$ cat src/rtl/hpm_counter_bank.sv
// Bank of RISC-V mhpmcounter/mhpmevent CSRs plus mcountinhibit, one lane per counter.
// Optional overflow flags and interrupt are built when HPM_OVERFLOW_IRQ_EN is defined.

module hpm_counter #(
    parameter int COUNTER_WIDTH = 64,
    parameter int NUM_EVENTS    = 16
) (
    input  logic                  clk,
    input  logic                  reset_n,
    input  logic [NUM_EVENTS-1:0] event_i,
    input  logic                  inhibit,
    input  logic                  wr_lo,
    input  logic                  wr_hi,
    input  logic                  wr_evt,
    input  logic [31:0]           w_data,
    output logic [31:0]           rd_lo,
    output logic [31:0]           rd_hi,
    output logic [31:0]           rd_evt
);
    logic [COUNTER_WIDTH-1:0] count_q, count_nxt, hi_merge;
    logic [7:0]               sel_q;
    logic                     evt_hit, inc, of_bit;

    // Selects 0 and values above NUM_EVENTS match no iteration and never count.
    always_comb begin
        evt_hit = 1'b0;
        for (int k = 0; k < NUM_EVENTS; k++)
            if (sel_q == 8'(k + 1)) evt_hit = event_i[k];
    end

    assign inc = evt_hit && !inhibit;

    generate
        if (COUNTER_WIDTH > 32) begin : g_hi
            assign hi_merge = {w_data[COUNTER_WIDTH-33:0], count_q[31:0]};
            assign rd_hi    = 32'(count_q[COUNTER_WIDTH-1:32]);
        end else begin : g_no_hi
            assign hi_merge = count_q;
            assign rd_hi    = 32'd0;
        end
    endgenerate

    // Any write to either half suppresses this cycle's increment.
    always_comb begin
        count_nxt = count_q;
        if (wr_lo)      count_nxt[31:0] = w_data;
        else if (wr_hi) count_nxt = hi_merge;
        else if (inc)   count_nxt = count_q + COUNTER_WIDTH'(1);
    end

    always_ff @(posedge clk or negedge reset_n) begin
        if (!reset_n) begin
            count_q <= '0;
            sel_q   <= '0;
        end else begin
            count_q <= count_nxt;
            if (wr_evt) sel_q <= w_data[7:0];
        end
    end

`ifdef HPM_OVERFLOW_IRQ_EN
    logic of_q, wrap;
    assign wrap = inc && (&count_q) && !wr_lo && !wr_hi;

    // A wrap in the same cycle as a software clear keeps the flag set.
    always_ff @(posedge clk or negedge reset_n) begin
        if (!reset_n)    of_q <= 1'b0;
        else if (wrap)   of_q <= 1'b1;
        else if (wr_evt) of_q <= w_data[31];
    end
    assign of_bit = of_q;
`else
    assign of_bit = 1'b0;
`endif

    assign rd_lo  = count_q[31:0];
    assign rd_evt = {of_bit, 23'd0, sel_q};
endmodule

module hpm_counter_bank #(
    parameter int NUM_COUNTERS  = 4,
    parameter int COUNTER_WIDTH = 64,
    parameter int NUM_EVENTS    = 16
) (
    input  logic                  clk,
    input  logic                  reset_n,
    input  logic [11:0]           csr_addr,
    input  logic [31:0]           csr_w_data,
    input  logic                  csr_w_en,
    output logic [31:0]           csr_data_o,
    output logic                  csr_hit_o,
    input  logic [NUM_EVENTS-1:0] event_i,
    output logic                  overflow_irq_o
);
    logic [4:0]                    off, idx;
    logic                          in_range, lo_hit, hi_hit, evt_hit, inh_hit;
    logic [NUM_COUNTERS-1:0]       inh_q;
    logic [NUM_COUNTERS-1:0][31:0] rd_lo, rd_hi, rd_evt;

    // Counter i sits at offset 3+i within each 32-entry CSR group.
    assign off      = csr_addr[4:0];
    assign idx      = off - 5'd3;
    assign in_range = (off >= 5'd3) && (idx < 5'(NUM_COUNTERS));
    assign lo_hit   = (csr_addr[11:5] == 7'h58) && in_range;
    assign hi_hit   = (csr_addr[11:5] == 7'h5C) && in_range;
    assign evt_hit  = (csr_addr[11:5] == 7'h19) && in_range;
    assign inh_hit  = (csr_addr == 12'h320);
    assign csr_hit_o = lo_hit || hi_hit || evt_hit || inh_hit;

    always_comb begin
        csr_data_o = 32'd0;
        if (inh_hit) csr_data_o = 32'(inh_q) << 3;
        for (int k = 0; k < NUM_COUNTERS; k++) begin
            if (idx == 5'(k)) begin
                if (lo_hit)  csr_data_o = rd_lo[k];
                if (hi_hit)  csr_data_o = rd_hi[k];
                if (evt_hit) csr_data_o = rd_evt[k];
            end
        end
    end

    always_ff @(posedge clk or negedge reset_n) begin
        if (!reset_n)                 inh_q <= '0;
        else if (csr_w_en && inh_hit) inh_q <= csr_w_data[3 +: NUM_COUNTERS];
    end

    genvar g;
    generate
        for (g = 0; g < NUM_COUNTERS; g++) begin : g_lane
            hpm_counter #(
                .COUNTER_WIDTH (COUNTER_WIDTH),
                .NUM_EVENTS    (NUM_EVENTS)
            ) u_cnt (
                .clk     (clk),
                .reset_n (reset_n),
                .event_i (event_i),
                .inhibit (inh_q[g]),
                .wr_lo   (csr_w_en && lo_hit && (idx == 5'(g))),
                .wr_hi   (csr_w_en && hi_hit && (idx == 5'(g))),
                .wr_evt  (csr_w_en && evt_hit && (idx == 5'(g))),
                .w_data  (csr_w_data),
                .rd_lo   (rd_lo[g]),
                .rd_hi   (rd_hi[g]),
                .rd_evt  (rd_evt[g])
            );
        end
    endgenerate

`ifdef HPM_OVERFLOW_IRQ_EN
    logic of_any, irq_q;
    always_comb begin
        of_any = 1'b0;
        for (int k = 0; k < NUM_COUNTERS; k++) of_any = of_any | rd_evt[k][31];
    end

    always_ff @(posedge clk or negedge reset_n) begin
        if (!reset_n) irq_q <= 1'b0;
        else          irq_q <= of_any;
    end
    assign overflow_irq_o = irq_q;
`else
    assign overflow_irq_o = 1'b0;
`endif
endmodule

$ cat config.mk
export PLATFORM = sky130hd
export DESIGN_NAME = hpm_counter_bank
export DESIGN_NICKNAME = d
export VERILOG_FILES = /design/src/rtl/hpm_counter_bank.sv
export SDC_FILE = /design/constraint.sdc
export NUM_CORES = 1
export LEC_CHECK = 0
export CELL_PAD_IN_SITES_DETAIL_PLACEMENT = 0
export CELL_PAD_IN_SITES_GLOBAL_PLACEMENT = 1
export CORE_UTILIZATION = 44
export CTS_CLUSTER_DIAMETER = 40
export DETAILED_ROUTE_END_ITERATION = 6
export PLACE_DENSITY_LB_ADDON = 0.15
export SETUP_SLACK_MARGIN = 0.15
export SYNTH_ARGS = -nofsm -noshare
export SYNTH_HDL_FRONTEND = slang
export SYNTH_HIERARCHICAL = 1
export SYNTH_SLANG_ARGS = --single-unit
$ cat constraint.sdc
create_clock -name clk -period 2.9 [get_ports clk]
set_input_delay 0.58 -clock clk [delete_from_list [all_inputs] [get_ports clk]]
set_output_delay 0.58 -clock clk [all_outputs]
set_load 0.03 [all_outputs]
# Word-level counts from Yosys, hierarchy flattened
# Cells that the tools add are included.
[totals]
romBits = 0
latch_bits = 0
input_bits = 63
mem_count = 0
register_bits = 292
ramBits = 0
word_cells = 240
output_inout_bits = 34
[classes]
mul = 0
n_eq_ne = 75
reduce_logical = 48
n_lt_le_gt_ge = 2
n_shift = 0
n_bitwise = 4
muxes = 93
n_addsub = 5
div_mod_pow = 0
[op_table]
columns = ["operator", "count"]
rows = [
  ["two-way mux 32 bit", 20],
  ["two-way mux 64 bit", 8],
  ["adder 64 x 1 -> 64 bit (second input constant)", 4],
  ["== test 8 x 4 -> 1 bit (second input constant)", 32],
  ["== test 8 x 3 -> 1 bit (second input constant)", 16],
  ["== test 8 x 2 -> 1 bit (second input constant)", 8],
  ["two-way mux 1 bit", 64],
  ["== test 8 x 1 -> 1 bit (second input constant)", 4],
  ["== test 8 x 5 -> 1 bit (second input constant)", 4],
  ["logical AND 1 bit", 24],
  ["AND reduction 2 bit", 8],
  ["nonzero test 2 bit", 8],
  ["== test 7 bit (second input constant)", 2],
  ["== test 12 x 10 -> 1 bit (second input constant)", 1],
  ["== test 5 x 2 -> 1 bit (second input constant)", 2],
  ["!= test 2 x 1 -> 1 bit (second input constant)", 4],
  ["== test 7 x 5 -> 1 bit (second input constant)", 1],
  ["two-way mux 7 bit", 1],
  ["== test 5 x 1 -> 1 bit (second input constant)", 1],
  [">= comparator 5 x 2 -> 1 bit (second input constant)", 1],
  ["logical NOT 5 bit", 1],
  ["< comparator 5 x 3 -> 1 bit (second input constant)", 1],
  ["subtractor 5 x 2 -> 5 bit (second input constant)", 1],
  ["logical NOT 1 bit", 4],
  ["other kinds (2)", 7],
]

# Depth between registers and ports, before layout
[depth]
depth_word = 21
ltp_mapped = 14
depth_no_buf = 9

# Modules after synthesis
# Netlist, hierarchy kept.
[by_module_without_submodules]
columns = ["mod", "area_per_inst_um2", "seq_area_each_um2", "cells_per_inst", "instances"]
rows = [
  ["hpm_counter", 5237.5, 1801.7, 588, 4],
  ["hpm_counter_bank", 4137.7, 100.1, 643, 1],
]

# Worst setup path after synthesis
# No wires, ideal clock.
[synth_timing]
path_kind = "input -> register"
start = "in csr_addr[5]"
end = "reg g_lane[0].u_cnt.count_q[16]"
setup_ps = 125
stages = 13
arrival_time_ps = 3696
slack_ps = -921
n_path_buf = 5
required_ps = 2775
path_cell_list = "buf_2 > nand4bb_1 > clkbuf_1 > a2111oi_4 > clkbuf_1 > and3_1 > clkbuf_1 > inv_2 > nand2_1 > buf_1 > a211oi_1 > xor2_1 > mux2_2"
[synth_between]
elab_chain_len = 6
word_cells_on_any_way = 12
cone_classes = "eq/ne: 3; mux: 1; reduce/logical: 8"
[synth_rtl]
columns = ["element", "line_no", "text"]
rows = [
  ["start: declaration", "87", "input logic [11:0] csr_addr,"],
  ["== test 7 bit (on tied branches)", "105, 104", ""],
  ["logical AND 1 bit (on tied branches)", "105, 104", ""],
  ["logical AND 1 bit (on tied branches) (2 in a row)", "139, 138", ""],
  ["!= test 2 x 1 -> 1 bit (no line) or nonzero test 2 bit (tied branches)", "--", ""],
  ["AND reduction 2 bit (no line)", "--", ""],
  ["end signal: assignment", "56", "count_q <= count_nxt;"],
  ["end: declaration", "20", "logic [COUNTER_WIDTH-1:0] count_q, count_nxt, hi_merge;"],
]
# Several ways; a longest one is shown, not always the timed one.
# A chain may end at the register's enable or synchronous reset.

# Worst setup path in the final report
[layout_timing]
start = "in csr_addr[11]"
end = "out csr_data_o[7]"
[layout_between]
elab_chain_len = 18
word_cells_on_any_way = 22
cone_classes = "eq/ne: 3; mux: 16; reduce/logical: 3"
[layout_rtl]
columns = ["element", "line_no", "text"]
rows = [
  ["== test 7 bit", "104", "assign lo_hit = (csr_addr[11:5] == 7'h58) && in_range;"],
  ["logical AND 1 bit", "104", ""],
  ["two-way mux 32 bit", "115", "if (lo_hit) csr_data_o = rd_lo[k];"],
  ["two-way mux 32 bit", "116", "if (hi_hit) csr_data_o = rd_hi[k];"],
  ["two-way mux 32 bit", "117", "if (evt_hit) csr_data_o = rd_evt[k];"],
  ["two-way mux 32 bit", "114", "if (idx == 5'(k)) begin"],
  ["two-way mux 32 bit", "115", ""],
  ["two-way mux 32 bit", "116", ""],
  ["[... 2 more ...]", "--", ""],
  ["two-way mux 32 bit", "115", ""],
  ["two-way mux 32 bit", "116", ""],
  ["two-way mux 32 bit", "117", ""],
  ["two-way mux 32 bit", "114", ""],
  ["two-way mux 32 bit", "115", ""],
  ["two-way mux 32 bit", "116", ""],
  ["two-way mux 32 bit", "117", ""],
  ["two-way mux 32 bit *", "114", ""],
  ["end: declaration", "90", "output logic [31:0] csr_data_o,"],
]
# Every way passes the cells marked *; elsewhere a longest branch is shown, timed or not.

==> impl_metrics.toml <==
[cts]
clockBufferDepth = 3
cts.sinks = 292
cts-buffers-inserted = 75
htreeDepth = 3
cts.reportedPaths.clkPinSlew_ps = 50
clock_latency_ps = 630
root_buffer = "clkbuf_16"
cts_tree = "built"

[placement]
hpwl_um = 98310
place.gp.congestion = 1.051
port_buffers = 95
post-place-ws_ps = -999.7
dp_cells = 4215

[detailed_routing]
vias = 30710
avgRoutedWirePerCell_um = 31.39
drc = 13
ant_nets = 0
postRouteWirelength_um = 140300
drt-pass1-iter-count = 7
drt_iter0_markers = 4084
viasPerCell = 6.873

[worst_setup_path]
cp.arrival_ps = 2800
worstSetupPathType = "input port to output pin"
crit_path_start_kind = "input port"
required_ps = 2320
cp-end-kind = "output pin"
cp_max_fo = 10

[cells_and_area]
area.growth.synth_to_final_pct = 48.61
n_fill_cell = 4669
final_nets = 3713
drive_gt1_share_pct = 36.61
layout.cells.non_filler = 4468
post-route-util_pct = 66.12

[logic_synthesis]
synth.largest_area_cell = "dfrtp_1"
yosysWarnings = 6
yosysMostFrequentCell = "dfrtp_1"
syn_avg_cell_area_um2 = 8.377
yosys-top-cells-count = "dfrtp_1 (292), nand2_1 (266), clkbuf_1 (169), nor2_1 (164), a21oi_1 (146)"
netlist.area_leader.share_pct = 29.13
netlist_instances = 2995
yosysUniqueCellTypes = 81
syn-cell-area_mm2 = 0.02509
ys_seq_area_share_pct = 29.13
synth_edf_count = 0
synthArstFlopShare_pct = 100.0
synth_flop_cell = "dfrtp_1"
ys_seq_elements = 292
yosys-top-cells-area = "dfrtp_1 (29%), nand2_1 (4.0%), mux2_2 (3.1%)"

[run_status]
status = "finished, violations left"
violations = "design-rule violations, negative setup slack"

[sta]
hold_viol_final = 0
finalHoldWorstSlack_ps = 576.7
rsz0062_at_grt = "true"
setup_viol = 32
final_max_slew_viol_count = 0
worst_pin_slew_ps = 1062
finClkSkew_ps = 35.04
fmax_mhz = 295.6
fin_crit_sh_pct = 116.6
min_period_ps = 3383
tns_ps = -9428
slew_headroom_pct = 28.99
setup_ws_ps = -482.6

[global_routing]
grt_pass1_wl_um = 196100
grt_overflow_total = 0
first_global_vias = 28290
grt.total_usage_pct = 46.76
antenna_found_initial = 9
grt_max_degree = 75

[floorplan]
die_x_um = 240.8
start_util_pct = 44.49
core_mm2 = 0.05639
ios = 97
rows = 87
fp.dieH_um = 240.8
die_area_mm2 = 0.05798

[pwr]
ir_drop_mv = 0.4531
power_density_mw_per_mm2 = 414.0
p_leak_nw = 14.51

[job]
timing.max_cap.violations = 0

[hold_path]
hold_class = "input port to asynchronous set/reset pin"
## stage by stage
step | total power [mW] | instance area, µm²
floorplan | 5.511 | 26300
global placement | 6.431 | 31470
detailed placement | 6.466 | 31470
CTS | 15.28 | 36230
global route | 15.73 | 37260
finish | 15.43 | 37280
## cells in the final DEF, fill, tap and decap left out, types with 50 or more instances in the layout
| master | n |
|---|---|
| nand2_1 | 251 |
| nand4_1 | 112 |
| o211ai_1 | 64 |
| o22ai_1 | 86 |
| xnor2_1 | 80 |
| nand3_1 | 141 |
| buf_6 | 67 |
| buf_4 | 572 |
| inv_1 | 50 |
| o21ai_1 | 93 |
| dfrtp_1 | 289 |
| and3_1 | 52 |
| a211oi_1 | 65 |
| clkbuf_16 | 82 |
| o21ai_0 | 55 |
| buf_12 | 79 |
| nor3_1 | 80 |
| nor2_1 | 138 |
| a21oi_1 | 104 |
| mux2_2 | 68 |
| conb_1 | 97 |
## worst max-delay path, cell delays in order
cell,delay [ps]
buf_8,100
buf_6,110
nor4b_4,260
buf_4,180
o2111ai_4,150
buf_12,180
buf_4,140
buf_12,140
o211ai_1,280
nand4_1,390
buf_6,280
## registers in the layout, indices dropped and copies added (netlist names)
register / flops
g_lane.u_cnt/sel_q: 32
inh_q: 4
g_lane.u_cnt/count_q: 256
## power breakdown
group	internal, mW	switching, mW
Combinational	0.832	1.24
Clock	5.73	2.97
Sequential	4.27	0.383
## what timing repair did
item / 4_1_cts / 5_1_grt
buffers inserted: 52 / 34
hold endpoints to repair: 27 / 0
hold buffers: 1 / 0
pin swaps: 75 / 59
setup endpoints to repair: 164 / 121
gates resized for setup: 325 / 130
cloned: 14 / 9
## path summary, 6_finish.rpt
| kind | start | end | slack [ps] | depth (start not counted) |
|---|---|---|---|---|
| max in group asynchronous | reset_n | g_lane[3].u_cnt/count_q[34]$_DFFE_PN0P_ | 1480 | 3 |
| min in group clk | g_lane[0].u_cnt/sel_q[6]$_DFFE_PN0P_ | g_lane[0].u_cnt/sel_q[6]$_DFFE_PN0P_ | 580 | 1 |
| worst min-delay path | reset_n | g_lane[0].u_cnt/count_q[29]$_DFFE_PN0P_ | 580 | 2 |
| worst max register to register | g_lane[0].u_cnt/sel_q[7]$_DFFE_PN0P_ | g_lane[0].u_cnt/count_q[46]$_DFFE_PN0P_ | 170 | 8 |
| worst max-delay path | csr_addr[11] | csr_data_o[7] | -480 | 11 |
| worst min register to register | g_lane[0].u_cnt/sel_q[6]$_DFFE_PN0P_ | g_lane[0].u_cnt/sel_q[6]$_DFFE_PN0P_ | 580 | 1 |
## layout make-up
cell class                      count  area (µm²)  area share [%]
Antenna cell                        8       20.02         0.05370
Clock inverter                     42       518.0           1.389
Clock buffer                       93        2076           5.568
Multi-Input combinational cell   2414       18350           49.21
Tap cell                          756       945.9           2.537
Sequential cell                   292        7311           19.61
Inverter                           62       245.2          0.6578
Timing Repair Buffer              801        7821           20.98
## cell families (layout without fill, tap and decap cells)
group | count (synthesis) | count (layout) | share of synthesized area, %
fa+ha+maj | 4 | 4 | 0.1995
compound gates | 988 | 989 | 30.73
buf+inv | 383 | 998 | 7.695
simple gates | 1099 | 1100 | 23.28
xor+xnor | 120 | 120 | 4.189
other cells | 5 | 105 | 0.07482
flops | 292 | 292 | 29.13
mux | 104 | 104 | 4.708
## metal layers
metal	GRT usage (%)	share of wire (%)	up-vias
met1	60.75	38	14970
met2	66.11	41	2271
met5	0	0.053	-
met4	31.84	7.6	10
met3	14.48	13	578
li1	-	-	12880
No activity file was read; power rests on OpenSTA's default activity.
